===== src/rtl/stream_out.sv =====
// Output stage toward the DMA: buffers upsampled pixels in a small FIFO and
// streams them as an AXI-Stream master, marking the final beat of each frame.
module stream_out #(
    parameter int AXIS_DATA_WIDTH = 32,
    parameter int UPSP_DATA_WIDTH = 24,
    parameter int FIFO_DEPTH      = 16,
    parameter int IMG_WIDTH       = 3840,
    parameter int IMG_HEIGHT      = 2160
) (
    input  logic                         m_axis_aclk,
    input  logic                         m_axis_arst,
    input  logic                         UPSTR,
    input  logic                         upsp_ac_wr,
    input  logic [UPSP_DATA_WIDTH-1:0]   upsp_ac_wdata,
    output logic                         ac_upsp_wready,
    output logic                         ac_frame_done,
    output logic                         ac_wr_err,
    output logic                         m_axis_tvalid,
    input  logic                         m_axis_tready,
    output logic [AXIS_DATA_WIDTH-1:0]   m_axis_tdata,
    output logic [AXIS_DATA_WIDTH/8-1:0] m_axis_tstrb,
    output logic [AXIS_DATA_WIDTH/8-1:0] m_axis_tkeep,
    output logic                         m_axis_tlast
);

    localparam int TOTAL = IMG_WIDTH * IMG_HEIGHT;
    localparam int CNT_W = $clog2(TOTAL + 1);
    localparam int PTR_W = $clog2(FIFO_DEPTH);
    localparam int FCW   = PTR_W + 1;

    typedef enum logic [1:0] {
        IDLE,
        STREAM,
        DONE
    } state_t;

    state_t state;
    state_t state_next;

    logic [UPSP_DATA_WIDTH-1:0] mem [FIFO_DEPTH];
    logic [PTR_W-1:0]           wr_ptr;
    logic [PTR_W-1:0]           rd_ptr;
    logic [FCW-1:0]             count;
    logic [CNT_W-1:0]           wr_cnt;
    logic [CNT_W-1:0]           rd_cnt;
    logic                       wr_err;
    logic                       start;
    logic                       wr_fire;
    logic                       rd_fire;

    assign start   = (state != STREAM) & UPSTR;
    assign wr_fire = upsp_ac_wr & ac_upsp_wready;
    assign rd_fire = m_axis_tvalid & m_axis_tready;

    assign ac_upsp_wready = (state == STREAM)
                          & (count < FCW'(FIFO_DEPTH))
                          & (wr_cnt < CNT_W'(TOTAL));
    assign ac_frame_done  = (state == DONE);
    assign ac_wr_err      = wr_err;

    // Data is gated by valid so the bus reads zero whenever the FIFO is empty.
    assign m_axis_tvalid = (count != '0);
    assign m_axis_tdata  = m_axis_tvalid ? AXIS_DATA_WIDTH'(mem[rd_ptr]) : '0;
    assign m_axis_tlast  = m_axis_tvalid & (rd_cnt == CNT_W'(TOTAL - 1));
    assign m_axis_tstrb  = '1;
    assign m_axis_tkeep  = '1;

    always_ff @(posedge m_axis_aclk or posedge m_axis_arst) begin
        if (m_axis_arst) begin
            state <= IDLE;
        end else begin
            state <= state_next;
        end
    end

    always_comb begin
        state_next = state;
        case (state)
            IDLE:    if (UPSTR) state_next = STREAM;
            STREAM:  if (rd_fire && m_axis_tlast) state_next = DONE;
            DONE:    if (UPSTR) state_next = STREAM;
            default: state_next = IDLE;
        endcase
    end

    always_ff @(posedge m_axis_aclk or posedge m_axis_arst) begin
        if (m_axis_arst) begin
            wr_ptr <= '0;
            rd_ptr <= '0;
            count  <= '0;
        end else begin
            if (wr_fire) wr_ptr <= wr_ptr + PTR_W'(1);
            if (rd_fire) rd_ptr <= rd_ptr + PTR_W'(1);
            case ({wr_fire, rd_fire})
                2'b10:   count <= count + FCW'(1);
                2'b01:   count <= count - FCW'(1);
                default: count <= count;
            endcase
        end
    end

    // Storage needs no reset; emptiness is tracked by count alone.
    always_ff @(posedge m_axis_aclk) begin
        if (wr_fire) mem[wr_ptr] <= upsp_ac_wdata;
    end

    always_ff @(posedge m_axis_aclk or posedge m_axis_arst) begin
        if (m_axis_arst) begin
            wr_cnt <= '0;
            rd_cnt <= '0;
            wr_err <= 1'b0;
        end else if (start) begin
            wr_cnt <= '0;
            rd_cnt <= '0;
            wr_err <= 1'b0;
        end else begin
            if (wr_fire) wr_cnt <= wr_cnt + CNT_W'(1);
            if (rd_fire) rd_cnt <= rd_cnt + CNT_W'(1);
            if (upsp_ac_wr && !ac_upsp_wready) wr_err <= 1'b1;
        end
    end

endmodule


===== config.mk =====
export PLATFORM = sky130hd
export DESIGN_NAME = stream_out
export DESIGN_NICKNAME = d
export VERILOG_FILES = /design/src/rtl/stream_out.sv
export SDC_FILE = /design/constraint.sdc
export NUM_CORES = 1
export LEC_CHECK = 0
export CAP_MARGIN = 20
export CORE_MARGIN = 1
export CORE_UTILIZATION = 45
export DETAILED_ROUTE_END_ITERATION = 8
export DONT_BUFFER_PORTS = 1
export HOLD_SLACK_MARGIN = 0.08
export SLEW_MARGIN = 20
export SYNTH_ARGS = -nofsm -noshare
export SYNTH_HDL_FRONTEND = slang
export SYNTH_SLANG_ARGS = --single-unit

===== constraint.sdc =====
create_clock -name m_axis_aclk -period 4 [get_ports m_axis_aclk]
set_clock_uncertainty 0.2 [all_clocks]
set_input_delay 0.8 -clock m_axis_aclk [delete_from_list [all_inputs] [get_ports m_axis_aclk]]
set_output_delay 0.8 -clock m_axis_aclk [all_outputs]
set_load 0.005 [all_outputs]

==> flow_summary.html, run 1 <==
<table>
<tr><th>Metric</th><th>Value</th></tr>
<tr><th colspan="2">Job</th></tr>
<tr><td>Number of maximum-capacitance constraint violations</td><td>0</td></tr>
<tr><th colspan="2">Cells and area</th></tr>
<tr><td>Ant. Diodes</td><td>0</td></tr>
<tr><td>Final cell count without fillers</td><td>about 1600</td></tr>
<tr><td>NumNets Final</td><td>about 1000</td></tr>
<tr><td>Most common library cell in the layout ignoring fill and taps</td><td>sky130_fd_sc_hd__edfxtp_1</td></tr>
<tr><td>Area growth from synthesis to final layout</td><td>11.0%</td></tr>
<tr><td>Highest-count cells in the layout ignoring fill and taps</td><td>sky130_fd_sc_hd__edfxtp_1 (384), sky130_fd_sc_hd__mux4_2 (96), sky130_fd_sc_hd__dfrtp_1 (59)</td></tr>
<tr><td>Final core utilization</td><td>50.8%</td></tr>
<tr><td>Ratio of cells with drive above 1 in the final layout</td><td>between 10% and 20%</td></tr>
<tr><th colspan="2">Route</th></tr>
<tr><td>First-pass iteration count of the detailed router</td><td>4</td></tr>
<tr><td>DR vias/cell</td><td>slightly below 6</td></tr>
<tr><td>WL per Instance</td><td>around 24 um</td></tr>
<tr><td>Routed Wire Length</td><td>between 30 and 40 mm</td></tr>
<tr><td>Remaining routing DRC violations</td><td>0</td></tr>
<tr><td>Initial detailed-routing violation count</td><td>a little under 700</td></tr>
<tr><td>Post-route ant nets</td><td>0</td></tr>
<tr><td>Total number of vias</td><td>9031</td></tr>
<tr><th colspan="2">Worst setup path</th></tr>
<tr><td>Worst setup path category</td><td>reg -&gt; out</td></tr>
<tr><td>Endpoint class of the critical path</td><td>output port</td></tr>
<tr><td>Data arrival time of the worst path</td><td>around 2.8 ns</td></tr>
<tr><td>Data required time at the worst endpoint</td><td>~3 ns</td></tr>
<tr><td>Crit path max fanout</td><td>17</td></tr>
<tr><td>Startpoint type of the worst setup path</td><td>flip-flop</td></tr>
<tr><th colspan="2">Logic synthesis</th></tr>
<tr><td>Yosys top cell by area</td><td>sky130_fd_sc_hd__edfxtp_1</td></tr>
<tr><td>Share of synthesized cell area in and, or, nand and nor gates</td><td>5.31%</td></tr>
<tr><td>Average instance area after synthesis</td><td>approximately 18 um^2</td></tr>
<tr><td>Sequential element share of the synthesized area</td><td>between 70% and 80%</td></tr>
<tr><td>Share of the synthesized area in compound gates (AO/OA/AOI/OAI)</td><td>under 10%</td></tr>
<tr><td>Most area-consuming cells after synthesis</td><td>sky130_fd_sc_hd__edfxtp_1 (63%), sky130_fd_sc_hd__mux4_2 (12%), sky130_fd_sc_hd__dfrtp_1 (8.5%)</td></tr>
<tr><td>Area fraction of the dominant cell type after synthesis</td><td>between 60% and 70%</td></tr>
<tr><td>Main combinational cell family by area after synthesis</td><td>multiplexers</td></tr>
<tr><td>Count of mapped cells out of synthesis</td><td>approximately 990</td></tr>
<tr><td>Netlist Area Pre-Place</td><td>between 15000 and 20000 um^2</td></tr>
<tr><td>Seq cells post-synth</td><td>approximately 450</td></tr>
<tr><td>Yosys cell types</td><td>55</td></tr>
<tr><td>Number of warnings reported in the yosys synthesis log</td><td>0</td></tr>
<tr><td>Post-synthesis share of cell area spent on full adders, half adders and majority gates</td><td>0.755%</td></tr>
<tr><td>Most instantiated flip-flop cell in the synthesis netlist</td><td>sky130_fd_sc_hd__edfxtp_1</td></tr>
<tr><td>Share of synthesized area spent on multiplexers</td><td>between 10% and 20%</td></tr>
<tr><td>Synth async-reset ratio</td><td>about 14%</td></tr>
<tr><td>Parity-gate share of the synthesized area counting xor and xnor cells</td><td>0.864%</td></tr>
<tr><td>Number of enable flip-flop cells after synthesis</td><td>between 300 and 400</td></tr>
<tr><th colspan="2">Floorplan</th></tr>
<tr><td>I/O Pins</td><td>between 70 and 80</td></tr>
<tr><td>Die area</td><td>41300 um^2</td></tr>
<tr><td>Y dimension of the die</td><td>between 200 and 250 um</td></tr>
<tr><td>Initial core utilization</td><td>a little under half</td></tr>
<tr><td>Standard cell core area</td><td>between 30000 and 40000 um^2</td></tr>
<tr><td>Standard-cell rows</td><td>73</td></tr>
<tr><td>Die X</td><td>203 um</td></tr>
<tr><th colspan="2">STA</th></tr>
<tr><td>Final Cycle Share</td><td>between 90% and 100%</td></tr>
<tr><td>Headroom to the max-slew limit</td><td>around 41%</td></tr>
<tr><td>RSZ-0062 raised after global routing</td><td>false</td></tr>
<tr><td>Worst Hold Margin</td><td>between 0.08 and 0.09 ns</td></tr>
<tr><td>Fmax</td><td>around 260 MHz</td></tr>
<tr><td>Number of pins exceeding their max-slew limit in the final report</td><td>0</td></tr>
<tr><td>Setup-failing EPs final</td><td>0</td></tr>
<tr><td>Measured slew at the worst slew-check pin</td><td>around 0.89 ns</td></tr>
<tr><td>Post-layout minimum cycle time</td><td>3.79 ns</td></tr>
<tr><td>Hold violation count in the final report</td><td>0</td></tr>
<tr><td>Setup tns final</td><td>0 ns</td></tr>
<tr><th colspan="2">Placement</th></tr>
<tr><td>Half-perimeter wire length after placement</td><td>between 20 and 25 mm</td></tr>
<tr><td># port buffers</td><td>0</td></tr>
<tr><td>Placed Cells incl. Taps</td><td>about 1500</td></tr>
<tr><td>GPL Wtd Cong</td><td>around 0.77</td></tr>
<tr><th colspan="2">Power and ir drop</th></tr>
<tr><td>Worst voltage drop across the vdd grid</td><td>320 uV</td></tr>
<tr><td>Total power per unit cell area</td><td>644 nW/um^2</td></tr>
<tr><td>Overall power after layout</td><td>between 10000 and 15000 uW</td></tr>
<tr><td>Leakage component of the power</td><td>between 0.006 and 0.007 uW</td></tr>
<tr><th colspan="2">CTS</th></tr>
<tr><td>Quantity of gates resized following cts</td><td>0</td></tr>
<tr><td>Cell at the root of the clock tree</td><td>sky130_fd_sc_hd__clkbuf_16</td></tr>
<tr><td>Insertion delay to the later sink of the worst-skew pair</td><td>roughly 0.56 ns</td></tr>
<tr><td>Clock transition at the registers of the reported paths</td><td>approximately 0.060 ns</td></tr>
<tr><td>TritonCTS clock tree</td><td>yes</td></tr>
<tr><td>Maximum clock path buffer count</td><td>3</td></tr>
<tr><td>TritonCTS Buffers</td><td>46</td></tr>
<tr><td>Clk sinks</td><td>around 450</td></tr>
<tr><td>Count of hold buffers inserted by post-cts repair</td><td>0</td></tr>
<tr><td>Post-CTS Repair Setup Buffers</td><td>0</td></tr>
<tr><td>H-tree depth reported by CTS</td><td>2</td></tr>
<tr><th colspan="2">GRT</th></tr>
<tr><td>Total Routing Usage GR</td><td>18.4%</td></tr>
<tr><td>Remaining Overflow, GRT</td><td>0</td></tr>
<tr><td>Via count of the first global-routing pass</td><td>roughly 9000</td></tr>
<tr><td>Wire length of the first global-routing pass</td><td>56.8 mm</td></tr>
<tr><td>Initial antenna violation count</td><td>0</td></tr>
<tr><td>Largest net degree at the start of global routing</td><td>40</td></tr>
<tr><th colspan="2">Hold path</th></tr>
<tr><td>Class of the tightest hold or removal check</td><td>in -&gt; async</td></tr>
<tr><th colspan="2">Outcome</th></tr>
<tr><td>Result of the run</td><td>finished clean</td></tr>
</table>
## final cells by class
type	count	area, um^2
tap	525	657
sequential	446	13100
inverter	14	52.6
fill	3247	19600
timing repair buffer	26	233
multi-input combinational	471	4780
clock buffer	61	1220
clock inverter	20	210
## cell usage after synthesis (19+ instances only)
| cell type | n |
|---|---|
| sky130_fd_sc_hd__o22ai_1 | 24 |
| sky130_fd_sc_hd__a21oi_1 | 28 |
| sky130_fd_sc_hd__o31ai_1 | 19 |
| sky130_fd_sc_hd__nand2_1 | 38 |
| sky130_fd_sc_hd__and3_1 | 23 |
| sky130_fd_sc_hd__buf_2 | 21 |
| sky130_fd_sc_hd__edfxtp_1 | 384 |
| sky130_fd_sc_hd__buf_4 | 20 |
| sky130_fd_sc_hd__mux4_2 | 96 |
| sky130_fd_sc_hd__mux2i_1 | 58 |
| sky130_fd_sc_hd__clkbuf_1 | 32 |
| sky130_fd_sc_hd__dfrtp_1 | 62 |
## worst max-delay path, cell delays in order (launching register included)
cell	delay, ns
sky130_fd_sc_hd__dfrtp_1	0.46
sky130_fd_sc_hd__or3_1	0.51
sky130_fd_sc_hd__or2_1	0.37
sky130_fd_sc_hd__nand2b_2	0.50
sky130_fd_sc_hd__buf_4	0.28
sky130_fd_sc_hd__o22ai_1	0.10
## path summary, 6_finish.rpt
path / startpoint / end / slack [ns] / cells past startpoint
max in group asynchronous: m_axis_arst / rd_ptr[3]$_DFFE_PP0P_ / 2.64 / 2
setup / recovery: count[1]$_DFFE_PP0P_ / m_axis_tdata[10] / 0.21 / 5
hold / removal: m_axis_arst / wr_cnt[20]$_DFFE_PP0P_ / 0.09 / 1
hold reg to reg: wr_cnt[6]$_DFFE_PP0P_ / wr_cnt[6]$_DFFE_PP0P_ / 0.28 / 1
setup reg to reg: count[1]$_DFFE_PP0P_ / count[4]$_DFFE_PP0P_ / 0.75 / 10
min in group m_axis_aclk: upsp_ac_wdata[2] / mem[8][2]$_DFFE_PP_ / 0.11 / 0
## state kept, by name, indices dropped and copies added (netlist names)
| signal | cells |
|---|---|
| ac_wr_err | 1 |
| count | 5 |
| mem | 384 |
| rd_cnt | 23 |
| rd_ptr | 4 |
| state | 2 |
| wr_cnt | 23 |
| wr_ptr | 4 |
## report_power, final
| part | total [uW] | internal [uW] | switching [uW] | leakage [uW] |
|---|---|---|---|---|
| Clock | 4090 | 2340 | 1750 | 0.000689 |
| Combinational | 3150 | 1530 | 1620 | 0.00181 |
| Sequential | 5790 | 5410 | 386 | 0.00428 |
| Total | 13000 | 9280 | 3760 | 0.00678 |
## through the flow
step / setup WS (ns) / area, um^2
final: 0.213 / 20200
after global routing: 0.0863 / 20200
after CTS: 0.179 / 20200
after detailed placement: 0.726 / 18800
after global placement: 0.723 / 18800
after floorplan: 0.277 / 18300
## logic make-up after synthesis
family,count (synthesis)
buffers and inverters,89
flip-flops,446
other,2
adder cells (fa/ha/maj),11
multiplexers,155
XOR/XNOR,18
AND/OR/NAND/NOR,167
AO/OA/AOI/OAI,104
## metal layers
metal  up-vias  GRT usage [%]  share of wire [%]  wire length [um]
met5         -              0                  0                 0
met4         0           5.42                2.1               778
met3        54           3.77                4.9              1810
met2       181           30.0                 49             18100
met1      4765           25.2                 44             16500
li1       4031              -                  -                 -
No activity file was read; power rests on OpenSTA's default activity.
==> run 2, diff against run 1 <==
Settings changed: CORE_UTILIZATION 45 to 50.
==> flow_summary.html, run 2 (synthesis gave the netlist of run 1 again) <==
<table>
<tr><th>Metric</th><th>Value</th></tr>
<tr><th colspan="2">Worst setup path</th></tr>
<tr><td>Data required time at the worst endpoint</td><td>3.00 ns (about the same)</td></tr>
<tr><td>Worst setup path category</td><td>reg -&gt; out (unchanged)</td></tr>
<tr><td>Startpoint type of the worst setup path</td><td>flip-flop (unchanged)</td></tr>
<tr><td>Crit path max fanout</td><td>16 (was 17)</td></tr>
<tr><td>Endpoint class of the critical path</td><td>output port (unchanged)</td></tr>
<tr><td>Data arrival time of the worst path</td><td>2.77 ns (was 2.79 ns)</td></tr>
<tr><th colspan="2">Cells and area</th></tr>
<tr><td>Ant. Diodes</td><td>0 (unchanged)</td></tr>
<tr><td>Filler Cells Inserted</td><td>2728 (was 3247)</td></tr>
<tr><td>Largest registers</td><td>mem: 384 flops, rd_cnt: 23 flops, wr_cnt: 23 flops (unchanged)</td></tr>
<tr><td>NumNets Final</td><td>1071 (was 1045)</td></tr>
<tr><td>Ratio of cells with drive above 1 in the final layout</td><td>19.9% (about the same)</td></tr>
<tr><td>Most flops, register</td><td>mem (unchanged)</td></tr>
<tr><td>Highest-count cells in the layout ignoring fill and taps</td><td>sky130_fd_sc_hd__edfxtp_1 (384), sky130_fd_sc_hd__mux4_2 (96), sky130_fd_sc_hd__dfrtp_1 (59) (unchanged)</td></tr>
<tr><td>Most common library cell in the layout ignoring fill and taps</td><td>sky130_fd_sc_hd__edfxtp_1 (unchanged)</td></tr>
<tr><td>Flip-flop count of the largest register, all copies and words added</td><td>384 (unchanged)</td></tr>
<tr><td>Final cell count without fillers</td><td>1531 (was 1563)</td></tr>
<tr><td>Area growth from synthesis to final layout</td><td>12.9% (was 11.0%)</td></tr>
<tr><td>Total non-filler cell area in the finished layout</td><td>20600 um^2 (was 20200 um^2)</td></tr>
<tr><th colspan="2">STA</th></tr>
<tr><td>Setup tns final</td><td>0 ns (unchanged)</td></tr>
<tr><td>Post-layout minimum cycle time</td><td>3.77 ns (was 3.79 ns)</td></tr>
<tr><td>Hold violation count in the final report</td><td>0 (unchanged)</td></tr>
<tr><td>Number of pins exceeding their max-slew limit in the final report</td><td>0 (unchanged)</td></tr>
<tr><td>Min setup slack post-route</td><td>0.228 ns (was 0.213 ns)</td></tr>
<tr><td>Headroom to the max-slew limit</td><td>39.1% (was 40.7%)</td></tr>
<tr><td>Final Cycle Share</td><td>94.3% (was 94.7%)</td></tr>
<tr><td>RSZ-0062 raised after global routing</td><td>false (unchanged)</td></tr>
<tr><td>Setup-failing EPs final</td><td>0 (unchanged)</td></tr>
<tr><td>Fmax</td><td>265 MHz (was 264 MHz)</td></tr>
<tr><td>Measured slew at the worst slew-check pin</td><td>0.911 ns (was 0.889 ns)</td></tr>
<tr><th colspan="2">Job</th></tr>
<tr><td>Number of maximum-capacitance constraint violations</td><td>0 (unchanged)</td></tr>
<tr><th colspan="2">Floorplan</th></tr>
<tr><td>Standard cell core area</td><td>35700 um^2 (was 39800 um^2)</td></tr>
<tr><td>Y dimension of the die</td><td>193 um (was 203 um)</td></tr>
<tr><td>Die X</td><td>193 um (was 203 um)</td></tr>
<tr><td>Initial core utilization</td><td>51.0% (was 45.8%)</td></tr>
<tr><td>Die area</td><td>37200 um^2 (was 41300 um^2)</td></tr>
<tr><td>Standard-cell rows</td><td>69 (was 73)</td></tr>
<tr><td>I/O Pins</td><td>74 (unchanged)</td></tr>
<tr><th colspan="2">CTS</th></tr>
<tr><td>TritonCTS clock tree</td><td>yes (unchanged)</td></tr>
<tr><td>H-tree depth reported by CTS</td><td>2 (unchanged)</td></tr>
<tr><td>Cell at the root of the clock tree</td><td>sky130_fd_sc_hd__clkbuf_16 (unchanged)</td></tr>
<tr><td>TritonCTS Buffers</td><td>47 (was 46)</td></tr>
<tr><td>Insertion delay to the later sink of the worst-skew pair</td><td>0.58 ns (was 0.56 ns)</td></tr>
<tr><td>Post-CTS Repair Setup Buffers</td><td>0 (unchanged)</td></tr>
<tr><td>Quantity of gates resized following cts</td><td>0 (unchanged)</td></tr>
<tr><td>Count of hold buffers inserted by post-cts repair</td><td>24 (was 0)</td></tr>
<tr><td>Clk sinks</td><td>446 (unchanged)</td></tr>
<tr><td>Clock transition at the registers of the reported paths</td><td>0.06 ns (about the same)</td></tr>
<tr><td>Maximum clock path buffer count</td><td>3 (unchanged)</td></tr>
<tr><th colspan="2">GRT</th></tr>
<tr><td>Initial antenna violation count</td><td>0 (unchanged)</td></tr>
<tr><td>Wire length of the first global-routing pass</td><td>57.0 mm (was 56.8 mm)</td></tr>
<tr><td>Remaining Overflow, GRT</td><td>0 (unchanged)</td></tr>
<tr><td>Total Routing Usage GR</td><td>21.0% (was 18.4%)</td></tr>
<tr><td>Largest net degree at the start of global routing</td><td>42 (was 40)</td></tr>
<tr><td>Via count of the first global-routing pass</td><td>9263 (was 9262)</td></tr>
<tr><th colspan="2">Placement</th></tr>
<tr><td>Post-DP Area</td><td>18700 um^2 (was 18800 um^2)</td></tr>
<tr><td>GPL Wtd Cong</td><td>0.734 (was 0.771)</td></tr>
<tr><td># port buffers</td><td>0 (unchanged)</td></tr>
<tr><td>Dpl ws</td><td>0.647 ns (was 0.726 ns)</td></tr>
<tr><td>Placed Cells incl. Taps</td><td>1412 (was 1482)</td></tr>
<tr><td>Half-perimeter wire length after placement</td><td>20.8 mm (was 20.7 mm)</td></tr>
<tr><th colspan="2">Power and ir drop</th></tr>
<tr><td>Leakage component of the power</td><td>0.00695 uW (was 0.00678 uW)</td></tr>
<tr><td>Total power per unit cell area</td><td>648 nW/um^2 (was 644 nW/um^2)</td></tr>
<tr><td>Worst voltage drop across the vdd grid</td><td>356 uV (was 320 uV)</td></tr>
<tr><td>Overall power after layout</td><td>13300 uW (was 13000 uW)</td></tr>
<tr><th colspan="2">Outcome</th></tr>
<tr><td>Result of the run</td><td>finished with violations (was finished clean)</td></tr>
<tr><td>Violated checks</td><td>DRC</td></tr>
<tr><th colspan="2">Route</th></tr>
<tr><td>First-pass iteration count of the detailed router</td><td>9 (was 4)</td></tr>
<tr><td>Initial detailed-routing violation count</td><td>644 (was 686)</td></tr>
<tr><td>Total number of vias</td><td>9118 (was 9031)</td></tr>
<tr><td>Routed Wire Length</td><td>37.7 mm (was 37.1 mm)</td></tr>
<tr><td>Remaining routing DRC violations</td><td>6 (was 0)</td></tr>
<tr><td>DR vias/cell</td><td>5.96 (was 5.78)</td></tr>
<tr><td>WL per Instance</td><td>24.6 um (was 23.7 um)</td></tr>
<tr><td>Post-route ant nets</td><td>0 (unchanged)</td></tr>
<tr><th colspan="2">Hold path</th></tr>
<tr><td>Class of the tightest hold or removal check</td><td>in -&gt; async (unchanged)</td></tr>
</table>
==> run 2: cell count changes in the layout (fill, tap and decap cells not counted) <==
cell	delta
sky130_fd_sc_hd__buf_12	+3
sky130_fd_sc_hd__bufinv_16	+2
sky130_fd_sc_hd__inv_16	-1
sky130_fd_sc_hd__dlygate4sd3_1	+31
sky130_fd_sc_hd__clkbuf_16	+1
sky130_fd_sc_hd__clkinv_8	+1
sky130_fd_sc_hd__clkbuf_1	-9
sky130_fd_sc_hd__clkinv_2	+5
sky130_fd_sc_hd__clkinv_1	+4
sky130_fd_sc_hd__clkbuf_8	-1
sky130_fd_sc_hd__clkinv_4	+3
sky130_fd_sc_hd__buf_4	-9
sky130_fd_sc_hd__clkinvlp_4	+2
==> run 2: critical path, stage by stage, from the launching register on <==
cell	delay [ns]
sky130_fd_sc_hd__dfrtp_1	0.45
sky130_fd_sc_hd__or3_1	0.53
sky130_fd_sc_hd__or2_1	0.38
sky130_fd_sc_hd__nand2_1	0.44
sky130_fd_sc_hd__buf_12	0.25
sky130_fd_sc_hd__o22ai_1	0.14
==> run 2: layer usage <==
layer,track usage (%),up-vias,routed length (um)
li1,-,4094,-
met1,30.2,4766,17400
met2,33.0,200,17800
met3,4.00,58,1650
met4,5.98,0,822
met5,0,-,0
==> run 2: final timing paths <==
| path | start | endpoint | slack (ns) | cells after the start |
|---|---|---|---|---|
| worst max register to register | count[1]$_DFFE_PP0P_ | count[4]$_DFFE_PP0P_ | 0.71 | 10 |
| worst min register to register | wr_cnt[6]$_DFFE_PP0P_ | wr_cnt[6]$_DFFE_PP0P_ | 0.30 | 1 |
| worst max-delay path | count[1]$_DFFE_PP0P_ | m_axis_tdata[20] | 0.23 | 5 |
| worst min-delay path | m_axis_arst | wr_ptr[2]$_DFFE_PP0P_ | 0.1 | 1 |
| max in group asynchronous | m_axis_arst | wr_cnt[13]$_DFFE_PP0P_ | 2.68 | 2 |
| min in group m_axis_aclk | upsp_ac_wdata[8] | mem[15][8]$_DFFE_PP_ | 0.11 | 0 |
==> run 2: where the power goes <==
group          leakage (uW)  switching [uW]  total, uW  internal, uW
registers           0.00428             370       5780          5410
logic               0.00192            1670       3240          1570
clock network      0.000747            1820       4310          2500
==> run 2: cell type report <==
class | instances | area [um^2] | share of cell area [%]
clock buffer | 52 | 1190 | 5.81
clock inverter | 36 | 348 | 1.69
inverter | 14 | 52.6 | 0.255
multi-input combinational | 471 | 4780 | 23.2
sequential | 446 | 13100 | 63.6
tap | 461 | 577 | 2.80
timing repair buffer | 51 | 536 | 2.60
==> run 2: through the flow <==
step	hold WS, ns	utilization [%]
2_1_floorplan	0.252	-
3_3_place_gp	0.280	52.4
3_5_place_dp	0.287	52.4
4_1_cts	0.0800	57.4
5_1_grt	0.0803	57.6
6_report	0.0966	57.6
==> run 3, diff against run 2 <==
Settings changed: CORE_ASPECT_RATIO set to 2.
==> flow_summary.html, run 3 (synthesis gave the netlist of run 1 again) <==
<table>
<tr><th>Metric</th><th>Value</th></tr>
<tr><th colspan="2">Outcome</th></tr>
<tr><td>Result of the run</td><td>finished clean (was finished with violations)</td></tr>
<tr><th colspan="2">GRT</th></tr>
<tr><td>Largest net degree at the start of global routing</td><td>45 (was 42)</td></tr>
<tr><td>Global Route met3 Usage</td><td>3.46% (was 4.00%)</td></tr>
<tr><td>Via count of the first global-routing pass</td><td>9619 (was 9263)</td></tr>
<tr><td>GR peak layer</td><td>met2 (unchanged)</td></tr>
<tr><td>Wire length of the first global-routing pass</td><td>57.4 mm (was 57.0 mm)</td></tr>
<tr><td>Total Routing Usage GR</td><td>21.3% (was 21.0%)</td></tr>
<tr><td>Met1 track demand over resource</td><td>23.9% (was 30.2%)</td></tr>
<tr><td>Global-route track usage on met2</td><td>40.4% (was 33.0%)</td></tr>
<tr><td>Remaining Overflow, GRT</td><td>0 (unchanged)</td></tr>
<tr><td>Initial antenna violation count</td><td>0 (unchanged)</td></tr>
<tr><th colspan="2">Placement</th></tr>
<tr><td>Half-perimeter wire length after placement</td><td>23.1 mm (was 20.8 mm)</td></tr>
<tr><td>Placed Cells incl. Taps</td><td>1415 (was 1412)</td></tr>
<tr><td>Post-DP Area</td><td>18800 um^2 (was 18700 um^2)</td></tr>
<tr><td># port buffers</td><td>0 (unchanged)</td></tr>
<tr><td>GPL Wtd Cong</td><td>0.749 (was 0.734)</td></tr>
<tr><th colspan="2">Worst setup path</th></tr>
<tr><td>RR Endpoint</td><td>count[4]$_DFFE_PP0P_ (unchanged)</td></tr>
<tr><td>Reg-to-reg startpoint</td><td>count[1]$_DFFE_PP0P_ (unchanged)</td></tr>
<tr><td>Crit path max fanout</td><td>9 (was 16)</td></tr>
<tr><td>Worst setup path category</td><td>reg -&gt; out (unchanged)</td></tr>
<tr><td>Worst R2R Path Depth</td><td>10 (unchanged)</td></tr>
<tr><td>Endpoint class of the critical path</td><td>output port (unchanged)</td></tr>
<tr><td>Data required time at the worst endpoint</td><td>3.00 ns (about the same)</td></tr>
<tr><td>Reg-to-reg slack, setup</td><td>0.70 ns (was 0.71 ns)</td></tr>
<tr><td>Data arrival time of the worst path</td><td>2.78 ns (was 2.77 ns)</td></tr>
<tr><td>Startpoint type of the worst setup path</td><td>flip-flop (unchanged)</td></tr>
<tr><td>Launching instance or port of the critical path</td><td>count[1]$_DFFE_PP0P_ (unchanged)</td></tr>
<tr><th colspan="2">Route</th></tr>
<tr><td>First-pass iteration count of the detailed router</td><td>4 (was 9)</td></tr>
<tr><td>WL per Instance</td><td>25.4 um (was 24.6 um)</td></tr>
<tr><td>Post-route ant nets</td><td>0 (unchanged)</td></tr>
<tr><td>Remaining routing DRC violations</td><td>0 (was 6)</td></tr>
<tr><td>Routed Wire Length</td><td>37.8 mm (was 37.7 mm)</td></tr>
<tr><td>Initial detailed-routing violation count</td><td>446 (was 644)</td></tr>
<tr><td>DR vias/cell</td><td>6.06 (was 5.96)</td></tr>
<tr><td>Total number of vias</td><td>9006 (was 9118)</td></tr>
<tr><th colspan="2">Cells and area</th></tr>
<tr><td>Most common library cell in the layout ignoring fill and taps</td><td>sky130_fd_sc_hd__edfxtp_1 (unchanged)</td></tr>
<tr><td>Flip-flop count of the largest register, all copies and words added</td><td>384 (unchanged)</td></tr>
<tr><td>Ant. Diodes</td><td>0 (unchanged)</td></tr>
<tr><td>NumNets Final</td><td>1046 (was 1071)</td></tr>
<tr><td>Highest-count cells in the layout ignoring fill and taps</td><td>sky130_fd_sc_hd__edfxtp_1 (384), sky130_fd_sc_hd__mux4_2 (96), sky130_fd_sc_hd__dfrtp_1 (59) (unchanged)</td></tr>
<tr><td>Most flops, register</td><td>mem (unchanged)</td></tr>
<tr><td>Total non-filler cell area in the finished layout</td><td>20100 um^2 (was 20600 um^2)</td></tr>
<tr><td>Ratio of cells with drive above 1 in the final layout</td><td>20.4% (was 19.9%)</td></tr>
<tr><td>Final cell count without fillers</td><td>1486 (was 1531)</td></tr>
<tr><td>Filler Cells Inserted</td><td>2772 (was 2728)</td></tr>
<tr><td>Largest registers</td><td>mem: 384 flops, rd_cnt: 23 flops, wr_cnt: 23 flops (unchanged)</td></tr>
<tr><td>Area growth from synthesis to final layout</td><td>10.2% (was 12.9%)</td></tr>
<tr><th colspan="2">CTS</th></tr>
<tr><td>TritonCTS clock tree</td><td>yes (unchanged)</td></tr>
<tr><td>Clock transition at the registers of the reported paths</td><td>0.07 ns (was 0.06 ns)</td></tr>
<tr><td>Count of hold buffers inserted by post-cts repair</td><td>1 (was 24)</td></tr>
<tr><td>TritonCTS Buffers</td><td>38 (was 47)</td></tr>
<tr><td>Clk sinks</td><td>446 (unchanged)</td></tr>
<tr><td>Maximum clock path buffer count</td><td>3 (unchanged)</td></tr>
<tr><td>H-tree depth reported by CTS</td><td>2 (unchanged)</td></tr>
<tr><td>Post-CTS Repair Setup Buffers</td><td>0 (unchanged)</td></tr>
<tr><td>Cell at the root of the clock tree</td><td>sky130_fd_sc_hd__clkbuf_16 (unchanged)</td></tr>
<tr><td>Insertion delay to the later sink of the worst-skew pair</td><td>0.54 ns (was 0.58 ns)</td></tr>
<tr><td>Quantity of gates resized following cts</td><td>0 (unchanged)</td></tr>
<tr><th colspan="2">STA</th></tr>
<tr><td>Headroom to the max-slew limit</td><td>40.9% (was 39.1%)</td></tr>
<tr><td>Number of pins exceeding their max-slew limit in the final report</td><td>0 (unchanged)</td></tr>
<tr><td>Post-layout minimum cycle time</td><td>3.78 ns (was 3.77 ns)</td></tr>
<tr><td>Setup-failing EPs final</td><td>0 (unchanged)</td></tr>
<tr><td>Final Cycle Share</td><td>94.5% (was 94.3%)</td></tr>
<tr><td>Measured slew at the worst slew-check pin</td><td>0.884 ns (was 0.911 ns)</td></tr>
<tr><td>Hold violation count in the final report</td><td>0 (unchanged)</td></tr>
<tr><td>Setup tns final</td><td>0 ns (unchanged)</td></tr>
<tr><td>Worst Hold Margin</td><td>0.146 ns (was 0.0966 ns)</td></tr>
<tr><td>Fmax</td><td>265 MHz (about the same)</td></tr>
<tr><td>RSZ-0062 raised after global routing</td><td>false (unchanged)</td></tr>
<tr><th colspan="2">Floorplan</th></tr>
<tr><td>Die area</td><td>37300 um^2 (was 37200 um^2)</td></tr>
<tr><td>I/O Pins</td><td>74 (unchanged)</td></tr>
<tr><td>Standard-cell rows</td><td>98 (was 69)</td></tr>
<tr><td>Initial core utilization</td><td>50.9% (was 51.0%)</td></tr>
<tr><td>Y dimension of the die</td><td>272 um (was 193 um)</td></tr>
<tr><td>Standard cell core area</td><td>35800 um^2 (was 35700 um^2)</td></tr>
<tr><td>Die X</td><td>137 um (was 193 um)</td></tr>
<tr><th colspan="2">Hold path</th></tr>
<tr><td>Worst hold path startpoint</td><td>upsp_ac_wdata[2]</td></tr>
<tr><td>Class of the tightest hold or removal check</td><td>in -&gt; reg (was in -&gt; async)</td></tr>
<tr><td>Depth of the worst hold-timing path</td><td>0</td></tr>
<tr><td>Sink of the worst hold path</td><td>mem[15][2]$_DFFE_PP_</td></tr>
<tr><th colspan="2">Power and ir drop</th></tr>
<tr><td>Internal power contribution</td><td>9040 uW (was 9480 uW)</td></tr>
<tr><td>Switching power share of the total</td><td>28.6% (was 28.9%)</td></tr>
<tr><td>Leakage component of the power</td><td>0.00675 uW (was 0.00695 uW)</td></tr>
<tr><td>Part of the total power dissipated in the clock network</td><td>29.0% (was 32.3%)</td></tr>
<tr><td>Logic pwr share</td><td>25.4% (was 24.3%)</td></tr>
<tr><td>Worst voltage drop across the vdd grid</td><td>382 uV (was 356 uV)</td></tr>
<tr><td>Total power per unit cell area</td><td>630 nW/um^2 (was 648 nW/um^2)</td></tr>
<tr><td>Sequential cell fraction of total power</td><td>45.6% (was 43.3%)</td></tr>
<tr><td>Net load switching power</td><td>3620 uW (was 3860 uW)</td></tr>
<tr><th colspan="2">Job</th></tr>
<tr><td>Number of maximum-capacitance constraint violations</td><td>0 (unchanged)</td></tr>
</table>
## run 3: changes by cell type in the layout (fill, tap and decap cells not counted), sizes merged
| cell | before | now |
|---|---|---|
| clkinvlp | 3 | 2 |
| clkinv | 27 | 10 |
| buf | 20 | 34 |
| clkbuf | 52 | 56 |
| bufinv | 5 | 2 |
| dlygate4sd3 | 31 | 1 |
| inv | 15 | 14 |
## run 3: critical path: stages, from the launching register on
cell and delay (ns):
sky130_fd_sc_hd__dfrtp_1 0.46, sky130_fd_sc_hd__or3_1 0.52, sky130_fd_sc_hd__or2_1 0.37, sky130_fd_sc_hd__nand2_1 0.42, sky130_fd_sc_hd__buf_4 0.29, sky130_fd_sc_hd__o22ai_1 0.18
## run 3: metal layers
| layer | part of all wire, % | routed length (um) | vias up |
|---|---|---|---|
| met5 | 0 | 0 | - |
| met4 | 2.4 | 925 | 0 |
| met3 | 4.0 | 1500 | 60 |
| met2 | 57 | 21500 | 171 |
| met1 | 37 | 13900 | 4752 |
| li1 | - | - | 4023 |
## run 3: worst max path at each step
stage / cells after the start / to / slack [ns]
2_1_floorplan: 5 / mem[3][0]$_DFFE_PP_ / 0.28
3_3_place_gp: 10 / count[4]$_DFFE_PP0P_ / 0.44
3_5_place_dp: 10 / count[4]$_DFFE_PP0P_ / 0.47
4_1_cts: 5 / m_axis_tdata[20] / 0.20
5_1_grt: 5 / m_axis_tdata[20] / 0.11
6_report: 5 / m_axis_tdata[23] / 0.22
## run 3: power groups by stage
stage | Combinational, uW | Clock, uW | Sequential (uW)
floorplan | 2620 | 0 | 5600
global placement | 3300 | 0 | 5860
detailed placement | 3320 | 0 | 5870
CTS | 3330 | 3740 | 5770
global route | 3510 | 3900 | 5810
finish | 3220 | 3670 | 5770
## run 3: cell type report
cell class / instances / area, um^2 / share of cell area (%)
Clock inverter: 14 / 120 / 0.598
Tap cell: 450 / 563 / 2.80
Timing Repair Buffer: 35 / 365 / 1.82
Multi-Input combinational cell: 471 / 4780 / 23.8
Inverter: 14 / 52.6 / 0.262
Sequential cell: 446 / 13100 / 65.2
Clock buffer: 56 / 1110 / 5.54
## run 3: metrics by stage
stage / setup slack, ns / power [uW] / utilization, %
6_report: 0.221 / 12700 / 56.1
4_1_cts: 0.204 / 12900 / 56.1
2_1_floorplan: 0.277 / 8230 / -
3_5_place_dp: 0.473 / 9200 / 52.6
5_1_grt: 0.106 / 13200 / 56.1
3_3_place_gp: 0.439 / 9160 / 52.6
